$ cat src/rtl/axi_lite_pkg.sv
// Shared constants and FSM state types for the AXI4-Lite register slave.
package axi_lite_pkg;

  localparam int DATA_WIDTH = 32;
  localparam int ADDR_WIDTH = 4;
  localparam int NUM_REGS   = 4;
  localparam int STRB_WIDTH = DATA_WIDTH / 8;
  localparam int IDX_WIDTH  = ADDR_WIDTH - 2;

  localparam logic [1:0] RESP_OKAY   = 2'b00;
  localparam logic [1:0] RESP_SLVERR = 2'b10;

  typedef enum logic [1:0] {
    W_IDLE   = 2'd0,
    W_ACCEPT = 2'd1,
    W_RESP   = 2'd2
  } wr_state_e;

  typedef enum logic [1:0] {
    R_IDLE   = 2'd0,
    R_ACCEPT = 2'd1,
    R_DATA   = 2'd2
  } rd_state_e;

endpackage

$ cat src/rtl/axi_lite_slave_if.sv
// AXI4-Lite bus bundle (no clock/reset; those stay plain ports).
interface axi_lite_slave_if;
  import axi_lite_pkg::*;

  logic [ADDR_WIDTH-1:0] awaddr;
  logic                  awvalid;
  logic                  awready;
  logic [DATA_WIDTH-1:0] wdata;
  logic [STRB_WIDTH-1:0] wstrb;
  logic                  wvalid;
  logic                  wready;
  logic [1:0]            bresp;
  logic                  bvalid;
  logic                  bready;
  logic [ADDR_WIDTH-1:0] araddr;
  logic                  arvalid;
  logic                  arready;
  logic [DATA_WIDTH-1:0] rdata;
  logic [1:0]            rresp;
  logic                  rvalid;
  logic                  rready;

  modport slave (
    input  awaddr, awvalid, wdata, wstrb, wvalid, bready, araddr, arvalid, rready,
    output awready, wready, bresp, bvalid, arready, rdata, rresp, rvalid
  );

  modport master (
    output awaddr, awvalid, wdata, wstrb, wvalid, bready, araddr, arvalid, rready,
    input  awready, wready, bresp, bvalid, arready, rdata, rresp, rvalid
  );

endinterface

$ cat src/rtl/axi_lite_regfile.sv
// 4x32 register storage: byte-enabled synchronous write, combinational read.
module axi_lite_regfile
  import axi_lite_pkg::*;
(
  input  logic                  i_clk,
  input  logic                  i_rst,
  input  logic                  i_we,
  input  logic [IDX_WIDTH-1:0]  i_widx,
  input  logic [DATA_WIDTH-1:0] i_wdata,
  input  logic [STRB_WIDTH-1:0] i_wstrb,
  input  logic [IDX_WIDTH-1:0]  i_ridx,
  output logic [DATA_WIDTH-1:0] o_rdata
);

  logic [NUM_REGS-1:0][DATA_WIDTH-1:0] r_regs;

  // Clear on reset; otherwise update only the enabled byte lanes of one register.
  always_ff @(posedge i_clk) begin
    if (i_rst) begin
      r_regs <= '0;
    end else if (i_we) begin
      for (int b = 0; b < STRB_WIDTH; b++) begin
        if (i_wstrb[b]) r_regs[i_widx][8*b +: 8] <= i_wdata[8*b +: 8];
      end
    end
  end

  // Read sees the pre-write contents on the edge a write lands.
  assign o_rdata = r_regs[i_ridx];

endmodule

$ cat src/rtl/axi_lite_slave.sv
// AXI4-Lite slave with four 32-bit registers; independent write/read FSMs.
// Optional feature macro: AXI_LITE_SLAVE_WSTRB_EN (honour wstrb byte enables;
// without it every accepted write stores the full word).
// Reset aresetn is synchronous and active-HIGH despite its name.
module axi_lite_slave
  import axi_lite_pkg::*;
(
  input  logic             aclk,
  input  logic             aresetn,
  axi_lite_slave_if.slave  s_axi
);

  wr_state_e r_wstate, w_wnext;
  rd_state_e r_rstate, w_rnext;

  logic                  r_awready;
  logic                  r_bvalid;
  logic                  r_arready;
  logic                  r_rvalid;
  logic [DATA_WIDTH-1:0] r_rdata;

  logic                  w_we;
  logic [STRB_WIDTH-1:0] w_strb;
  logic [DATA_WIDTH-1:0] w_rd_word;
  logic                  w_unused_bits;

`ifdef AXI_LITE_SLAVE_WSTRB_EN
  assign w_strb        = s_axi.wstrb;
  assign w_unused_bits = ^{s_axi.awaddr[1:0], s_axi.araddr[1:0]};
`else
  assign w_strb        = {STRB_WIDTH{1'b1}};
  assign w_unused_bits = ^{s_axi.awaddr[1:0], s_axi.araddr[1:0], s_axi.wstrb};
`endif

  // Commit happens on the edge that closes the one-cycle ACCEPT window.
  assign w_we = (r_wstate == W_ACCEPT) && !aresetn;

  axi_lite_regfile u_regfile (
    .i_clk   (aclk),
    .i_rst   (aresetn),
    .i_we    (w_we),
    .i_widx  (s_axi.awaddr[ADDR_WIDTH-1:2]),
    .i_wdata (s_axi.wdata),
    .i_wstrb (w_strb),
    .i_ridx  (s_axi.araddr[ADDR_WIDTH-1:2]),
    .o_rdata (w_rd_word)
  );

  // Write next-state: both address and data must be present before accepting.
  always_comb begin
    w_wnext = r_wstate;
    case (r_wstate)
      W_IDLE:   if (s_axi.awvalid && s_axi.wvalid && !r_bvalid) w_wnext = W_ACCEPT;
      W_ACCEPT: w_wnext = W_RESP;
      W_RESP:   if (s_axi.bready) w_wnext = W_IDLE;
      default:  w_wnext = W_IDLE;
    endcase
  end

  // Write state and registered handshake outputs, decoded from next state.
  always_ff @(posedge aclk) begin
    if (aresetn) begin
      r_wstate  <= W_IDLE;
      r_awready <= 1'b0;
      r_bvalid  <= 1'b0;
    end else begin
      r_wstate  <= w_wnext;
      r_awready <= (w_wnext == W_ACCEPT);
      r_bvalid  <= (w_wnext == W_RESP);
    end
  end

  // Read next-state: one outstanding read, wait for rready in DATA.
  always_comb begin
    w_rnext = r_rstate;
    case (r_rstate)
      R_IDLE:   if (s_axi.arvalid && !r_rvalid) w_rnext = R_ACCEPT;
      R_ACCEPT: w_rnext = R_DATA;
      R_DATA:   if (s_axi.rready) w_rnext = R_IDLE;
      default:  w_rnext = R_IDLE;
    endcase
  end

  // Read state, registered handshake outputs; rdata holds until the next accept.
  always_ff @(posedge aclk) begin
    if (aresetn) begin
      r_rstate  <= R_IDLE;
      r_arready <= 1'b0;
      r_rvalid  <= 1'b0;
      r_rdata   <= '0;
    end else begin
      r_rstate  <= w_rnext;
      r_arready <= (w_rnext == R_ACCEPT);
      r_rvalid  <= (w_rnext == R_DATA);
      if (r_rstate == R_ACCEPT) r_rdata <= w_rd_word;
    end
  end

  assign s_axi.awready = r_awready;
  assign s_axi.wready  = r_awready;
  assign s_axi.bvalid  = r_bvalid;
  assign s_axi.bresp   = RESP_OKAY;
  assign s_axi.arready = r_arready;
  assign s_axi.rvalid  = r_rvalid;
  assign s_axi.rdata   = r_rdata;
  assign s_axi.rresp   = RESP_OKAY;

endmodule

$ cat src/flat_wrapper.sv
// flat-port wrapper written by rule: the top's interface ports become plain ports
module axi_lite_slave_flat import axi_lite_pkg::*;
  (aclk, aresetn, s_axi_awaddr, s_axi_awvalid, s_axi_wdata, s_axi_wstrb, s_axi_wvalid, s_axi_bready, s_axi_araddr, s_axi_arvalid, s_axi_rready, s_axi_awready, s_axi_wready, s_axi_bresp, s_axi_bvalid, s_axi_arready, s_axi_rdata, s_axi_rresp, s_axi_rvalid);
  axi_lite_slave_if s_axi_i ();
  input  logic aclk;
  input  logic aresetn;
  input wire logic [$bits(s_axi_i.awaddr)-1:0] s_axi_awaddr;
  input wire logic [$bits(s_axi_i.awvalid)-1:0] s_axi_awvalid;
  input wire logic [$bits(s_axi_i.wdata)-1:0] s_axi_wdata;
  input wire logic [$bits(s_axi_i.wstrb)-1:0] s_axi_wstrb;
  input wire logic [$bits(s_axi_i.wvalid)-1:0] s_axi_wvalid;
  input wire logic [$bits(s_axi_i.bready)-1:0] s_axi_bready;
  input wire logic [$bits(s_axi_i.araddr)-1:0] s_axi_araddr;
  input wire logic [$bits(s_axi_i.arvalid)-1:0] s_axi_arvalid;
  input wire logic [$bits(s_axi_i.rready)-1:0] s_axi_rready;
  output wire logic [$bits(s_axi_i.awready)-1:0] s_axi_awready;
  output wire logic [$bits(s_axi_i.wready)-1:0] s_axi_wready;
  output wire logic [$bits(s_axi_i.bresp)-1:0] s_axi_bresp;
  output wire logic [$bits(s_axi_i.bvalid)-1:0] s_axi_bvalid;
  output wire logic [$bits(s_axi_i.arready)-1:0] s_axi_arready;
  output wire logic [$bits(s_axi_i.rdata)-1:0] s_axi_rdata;
  output wire logic [$bits(s_axi_i.rresp)-1:0] s_axi_rresp;
  output wire logic [$bits(s_axi_i.rvalid)-1:0] s_axi_rvalid;
  assign s_axi_i.awaddr = s_axi_awaddr;
  assign s_axi_i.awvalid = s_axi_awvalid;
  assign s_axi_i.wdata = s_axi_wdata;
  assign s_axi_i.wstrb = s_axi_wstrb;
  assign s_axi_i.wvalid = s_axi_wvalid;
  assign s_axi_i.bready = s_axi_bready;
  assign s_axi_i.araddr = s_axi_araddr;
  assign s_axi_i.arvalid = s_axi_arvalid;
  assign s_axi_i.rready = s_axi_rready;
  assign s_axi_awready = s_axi_i.awready;
  assign s_axi_wready = s_axi_i.wready;
  assign s_axi_bresp = s_axi_i.bresp;
  assign s_axi_bvalid = s_axi_i.bvalid;
  assign s_axi_arready = s_axi_i.arready;
  assign s_axi_rdata = s_axi_i.rdata;
  assign s_axi_rresp = s_axi_i.rresp;
  assign s_axi_rvalid = s_axi_i.rvalid;
  axi_lite_slave u_core (.aclk(aclk), .aresetn(aresetn), .s_axi(s_axi_i));
endmodule
$ cat config.mk
export PLATFORM = sky130hd
export DESIGN_NAME = axi_lite_slave_flat
export DESIGN_NICKNAME = d
export VERILOG_FILES = /design/src/rtl/axi_lite_pkg.sv /design/src/rtl/axi_lite_slave_if.sv /design/src/rtl/axi_lite_regfile.sv /design/src/rtl/axi_lite_slave.sv /design/src/flat_wrapper.sv
export SDC_FILE = /design/constraint.sdc
export NUM_CORES = 1
export LEC_CHECK = 0
export CORE_ASPECT_RATIO = 0.8
export CORE_MARGIN = 5
export CORE_UTILIZATION = 50
export CTS_BUF_LIST = sky130_fd_sc_hd__clkbuf_16
export CTS_CLUSTER_DIAMETER = 50
export DETAILED_ROUTE_END_ITERATION = 10
export PLACE_DENSITY = 0.78
export SLEW_MARGIN = 20
export SYNTH_ARGS = -nofsm -noshare
export SYNTH_HDL_FRONTEND = slang
export SYNTH_SLANG_ARGS = --single-unit
$ cat constraint.sdc
create_clock -name aclk -period 1.5 [get_ports aclk]
set_input_delay 0.3 -clock aclk [delete_from_list [all_inputs] [get_ports aclk]]
set_output_delay 0.3 -clock aclk [all_outputs]
set_load 0.1 [all_outputs]
==> results.md, run 1 <==
- Hold Startpoint: aresetn
- Total power: 9960 µW
- Cell area after synthesis: 7000 µm²
- Final Hold Viols: 0
- Fmax: 619 MHz
- Worst path slowest cell: or4b_4
- CP arrival: 1880 ps
- CTS tree: yes
- Commonest non-fill, non-tap cell in the layout: dfxtp_1
- Setup CP Type: in -> reg
- Tmin final: 1620 ps
- Layout Area Growth over Synthesis: 35.9%
- Tcrit/Tclk final: 1.08
- Detailed-route via count: 6488
- Detail Placement HPWL: 10.5 mm
- Finished layout cell area: 9520 µm²
- Core area: 13600 µm²
- Antenna violations before repair: 0
- R2R Setup Slk: -90 ps
- Post-synthesis sequential area ratio: 0.480
- LEAKAGE: 0.00347 µW
- GPL Wtd Cong: 0.801
- Num ports: 92
- Pin count of the biggest net entering global routing: 101
- FP Rows: 38
- Syn avg cell area: 8.76 µm²
- Worst Reg-to-Reg Cells: 4
- Die width: 142 µm
- Hold Crit Depth: 3
- Average vias per placed instance: 6.20
- CP startpoint kind: input port
- Port bufs: 79
- Part of the power in the clock network: 0.460
- # setup viols final: 29
- ANT nets after route: 0
- WL final: 20.0 mm
- Global-route wire length before repair: 29.0 mm
- Slew Viols, Final: 0
- CP required: 1770 ps
- PnR worst setup slack: -115 ps
- Largest stage delay on the critical path: 590 ps
- Outcome: finished, violations left
- Skew-Pair Late Insertion Delay: 430 ps
- DRT Pass-1 Iters: 5
- Post-Syn Instances: 800
- Num CTS Buffers: 17
- Reg2Reg Capture Point: u_core.u_regfile.r_regs[11]
- Sw Pwr: 2490 µW
- Max VDD drop: 951 µV
- Max Fanout on Critical Path: 44
- Starting DRT DRC Count: 753
- Overflow after GRT: 0
- Clk root buf: clkbuf_16
- Combinational Power Share: 0.086
- MaxCap Viol Count: 0
- Drt wl/cell: 19.1 µm
- Ys Warns: 0
- Clock slew at reported path FFs: 70 ps
- Worst hold path endpoint: u_core.s_axi.awready
- Fin util: 0.698
- Min-delay worst type: in -> reg
- Hold Slack: 252 ps
- Vias in the first global route: 5588
- Commonest non-fill, non-tap cells in the layout: 165 x dfxtp_1, 113 x nand3_1, 113 x a21oi_1, 99 x o21ai_0, 65 x mux2i_1
- FF-to-FF Start: u_core.r_wstate[1]
- Sw frac: 0.250
- Place WS: -645 ps
- Relative slew slack: 0.580
- Internal Power: 7470 µW
- Critical-path cell list: clkdlybuf4s50_1 > or4b_4 > buf_12 > o21ai_1 > a21oi_1
- Placed Instance Area: 8390 µm²
- Full die area: 16500 µm²
- CTS Sinks: 168
- Ant diodes: 0
- Library cells used by synthesis: 25
- RSZ-0062 raised after global routing: yes
- Fin Clk Skew: 10.2 ps
- Tot GR Track Use: 0.215
- Drc violations: 0
- Htree depth: 4
- Starting density of the core: 0.513
- Worst-Margin Slew: 631 ps
- PD cells: 1050 nW/µm²
- Violated checks: setup timing
- Worst setup EP type: flop
- Clk buf depth: 2
- Yosys reg bits: 168
- Die H: 116 µm
- Fill cells: 964
- Share of cells above drive strength 1: 0.201
- Flop pwr share: 0.453
- Post-layout nets: 904
flip-flops by register name, summed over array words and instances, names as in the netlist:
| name | count |
|---|---|
| u_core.s_axi.rvalid | 1 |
| u_core.s_axi.arready | 1 |
| u_core.u_regfile.r_regs | 128 |
| u_core.s_axi.bvalid | 1 |
| u_core.r_wstate | 2 |
| u_core.s_axi.rdata | 32 |
| u_core.r_rstate | 2 |
| u_core.s_axi.awready | 1 |
layout make-up:
cell class	instances	area, µm²	share of cell area
clock inverter	15	191	0.0201
inverter	2	8.76	0.000920
sequential	168	3370	0.354
multi-input combinational	539	3490	0.367
timing repair buffer	125	1810	0.190
tap	180	225	0.0237
clock buffer	17	425	0.0447
kinds of logic after synthesis:
logic type | synth area share
buf+inv | 0.0695
simple gates | 0.110
mux | 0.0929
flops | 0.480
compound gates | 0.247
other cells | 0.000535
per-stage QoR:
step	setup TNS, ps	instances
floorplan	0	803
global placement	-64750	1003
detailed placement	-70740	1003
CTS	-9.53	1037
global route	-5920	1046
finish	-889	1046
Yosys cell counts, drive strengths merged:
master,instances,share of area
a211o,1,0.0013
a21o,31,0.033
a21oi,130,0.093
buf,50,0.045
clkbuf,44,0.024
conb,1,0.00054
dfxtp,168,0.48
inv,2,0.0011
mux2i,65,0.093
nand2b,1,0.00089
nand3,129,0.092
nand4bb,2,0.0032
nor2,8,0.0043
nor3,2,0.0014
nor3b,1,0.0011
nor4,2,0.0018
nor4b,1,0.0013
nor4bb,1,0.0014
o21ai,128,0.091
o22ai,31,0.028
or4b,2,0.0029
power by group through the flow:
stage                     sequential [µW]  clock [µW]  combinational, µW
after global placement               4610           0                775
final                                4520        4580                861
after detailed placement             4620           0                775
after floorplan                      4660           0                391
after CTS                            4510        4600                790
after global routing                 4520        4820                899
routing by layer:
metal | vias to the layer above | GRT usage | wire, µm
li1 | 3011 | - | -
met1 | 3141 | 0.310 | 8710
met2 | 309 | 0.329 | 9340
met3 | 27 | 0.0437 | 1650
met4 | 0 | 0.0633 | 272
met5 | - | 0 | 0
timing repair:
item,in CTS,in global routing
gates cloned,1,6
hold buffers,0,0
gates resized for setup,20,60
setup buffers,1,3
endpoints found under the setup margin,81,125
pin swaps,1,9
how the worst max path moves through the flow:
stage | slack (ps) | from | to
floorplan | 30 | u_core.r_wstate[1] | u_core.u_regfile.r_regs[45]
global placement | -580 | s_axi_awaddr[3] | u_core.u_regfile.r_regs[2]
detailed placement | -650 | s_axi_awaddr[3] | u_core.u_regfile.r_regs[46]
CTS | -5 | s_axi_awaddr[3] | u_core.u_regfile.r_regs[55]
global route | -130 | s_axi_awaddr[3] | u_core.u_regfile.r_regs[12]
finish | -120 | s_axi_awaddr[3] | u_core.u_regfile.r_regs[11]
worst max-delay path: cells and delay by family:
family          cells  cell delay, ps
simple gates        1             590
compound gates      2             340
buf+inv             2             630
(Power assumes the default switching activity.)
==> run 2: changes to the inputs <==
--- a/config.mk
+++ b/config.mk
@@ -12,6 +12,7 @@
 export CTS_CLUSTER_DIAMETER = 50
 export DETAILED_ROUTE_END_ITERATION = 10
 export PLACE_DENSITY = 0.78
+export SKIP_LAST_GASP = 1
 export SLEW_MARGIN = 20
 export SYNTH_ARGS = -nofsm -noshare
 export SYNTH_HDL_FRONTEND = slang
==> results.md, run 2 (synthesis results as in run 1) <==
- Worst-Margin Slew: 692 ps (+60.9 ps)
- Overflow after GRT: 0 (unchanged)
- Num CTS Buffers: 17 (unchanged)
- Hold_buf cts: 0 (unchanged)
- Setup TNS: -413 ps (+476 ps)
- Critical path startpoint: u_core.r_wstate[1]
- Tmin final: 1590 ps (-27.7 ps)
- Clk buf depth: 2 (unchanged)
- Buf/Inv on CP: 1 (-1)
- Fill cells: 954 (-1.0%)
- Relative slew slack: 0.539 (-0.0406)
- FF-to-FF Start: u_core.r_wstate[1]
- Final Hold Viols: 0 (unchanged)
- CP required: 1770 ps (about the same)
- FP Rows: 38 (unchanged)
- Hold Slack: 252 ps (+0.603 ps)
- Violated checks: setup timing
- RSZ-0062 raised after global routing: yes
- Final Non-Filler Cells: 1047 (+0.096%)
- Critical-path cell list: or4b_4 > buf_12 > o21ai_1 > a21oi_1
- Average vias per placed instance: 6.19 (-0.13%)
- Slew Viols, Final: 0 (unchanged)
- Worst setup EP type: flop
- Setup CP Type: reg -> reg
- Drc violations: 0 (unchanged)
- PD cells: 1040 nW/µm² (-0.51%)
- Skew-Pair Late Insertion Delay: 430 ps (about the same)
- PnR worst setup slack: -87.7 ps (+27.7 ps)
- # setup viols final: 20 (-31%)
- CTS tree: yes
- CP startpoint kind: flop
- Max VDD drop: 972 µV (+2.2%)
- Tot GR Track Use: 0.215 (about the same)
- Most flops, register: u_core.u_regfile.r_regs
- Detailed-route via count: 6486 (-0.031%)
- Fin Clk Skew: 12.6 ps (+2.39 ps)
- Largest stage delay on the critical path: 550 ps (-40 ps)
- Fmax: 630 MHz (+1.7%)
- Outcome: finished, violations left
- Starting density of the core: 0.513 (unchanged)
- Starting DRT DRC Count: 699 (-7.2%)
- Post-layout nets: 905 (+0.11%)
- Clock slew at reported path FFs: 70 ps (about the same)
- Hold Startpoint: aresetn
- LEAKAGE: 0.00349 µW (+0.33%)
- Htree depth: 4 (unchanged)
- CP delay by family, top: simple AND/OR/NAND/NOR gates
- Detail Placement HPWL: 10.5 mm (unchanged)
- Tcrit/Tclk final: 1.06 (-0.0184)
- Pin count of the biggest net entering global routing: 101 (unchanged)
- Layout Area Growth over Synthesis: 36.7%
- Commonest non-fill, non-tap cell in the layout: dfxtp_1
- Largest register FFs: 128 (unchanged)
- WL final: 20.2 mm (+1.0%)
- GPL Wtd Cong: 0.801 (unchanged)
- Vias in the first global route: 5584 (-0.072%)
- Die width: 142 µm (unchanged)
- Core area: 13600 µm² (unchanged)
- Clk root buf: clkbuf_16
- Drt wl/cell: 19.3 µm (+0.91%)
- Share of cells above drive strength 1: 0.209 (+0.00784)
- Max Fanout on Critical Path: 44 (unchanged)
- CP arrival: 1850 ps (-30 ps)
- Port bufs: 79 (unchanged)
- CTS Sinks: 168 (unchanged)
- ANT nets after route: 0 (unchanged)
- Antenna violations before repair: 0 (unchanged)
- Worst path slowest cell: or4b_4
- Global-route wire length before repair: 29.0 mm (-0.19%)
- DRT Pass-1 Iters: 7 (+2)
- Die H: 116 µm (unchanged)
- MaxCap Viol Count: 0 (unchanged)
- Finished layout cell area: 9580 µm² (+0.62%)
- Ant diodes: 0 (unchanged)
- Commonest non-fill, non-tap cells in the layout: 165 x dfxtp_1, 114 x nand3_1, 106 x a21oi_1, 91 x o21ai_0, 65 x mux2i_1
- Dpl cells: 1003 (unchanged)
- Placed Instance Area: 8390 µm² (unchanged)
- Full die area: 16500 µm² (unchanged)
- Min-delay worst type: in -> reg
- Num ports: 92 (unchanged)
-- run 2: cell types whose count changed in the layout (fill, tap and decap cells not counted) --
cell       before  now
o21ai_0        99   91
a21oi_1       113  106
a21oi_2        16   23
o21ai_1        29   36
nand3_2        12    9
nand3_4         4    6
clkbuf_16      22   23
nand3_1       113  114
o21ai_2         0    1
o22ai_1        18   19
o22ai_2        11   10
-- run 2: path summary, 6_finish.rpt --
check                                 to  cells past startpoint  slack, ps
max          u_core.u_regfile.r_regs[11]                      4        -90
max reg2reg  u_core.u_regfile.r_regs[11]                      4        -90
min reg2reg  u_core.u_regfile.r_regs[44]                      2        470
min                 u_core.s_axi.awready                      3        250
-- run 2: report_power, final --
part	leakage (µW)	total [µW]	internal [µW]	switching, µW
combinational	0.00183	869	315	554
sequential	0.00136	4520	4490	21.1
clock	0.000297	4590	2660	1930
-- run 2: cell type report --
cell class / count / area (µm²) / area share
clock buffers: 17 / 425 / 0.0444
clock inverters: 15 / 191 / 0.0200
inverters: 2 / 8.76 / 0.000914
multi-input cells: 539 / 3520 / 0.368
flip-flops and latches: 168 / 3370 / 0.352
well taps: 180 / 225 / 0.0235
repair buffers: 126 / 1840 / 0.192
-- run 2: metrics by stage --
stage | util | total power [µW] | setup slack, ps
after CTS | 0.666 | 9900 | -7.85
after global placement | 0.615 | 5390 | -575
after floorplan | - | 5050 | 25.2
after detailed placement | 0.615 | 5390 | -645
after global routing | 0.702 | 10200 | -129
final | 0.702 | 9970 | -87.7
-- run 2: layer usage --
layer / vias up / wire length, µm / part of all wire / GRT usage
li1: 3017 / - / - / -
met5: - / 0 / 0 / 0
met2: 344 / 9540 / 0.47 / 0.329
met3: 30 / 1610 / 0.080 / 0.0437
met4: 0 / 315 / 0.016 / 0.0633
met1: 3095 / 8700 / 0.43 / 0.310
-- run 2: worst min-delay path, stage by stage --
cell and delay, ps:
buf_4 100, buf_4 170, nor3_1 60
-- run 2: timing repair --
item,CTS,global route
pin swaps,1,14
gates cloned,1,7
buffers inserted,1,3
endpoints found under the hold margin,0,0
gates resized for setup,18,78
setup endpoints to repair,81,125
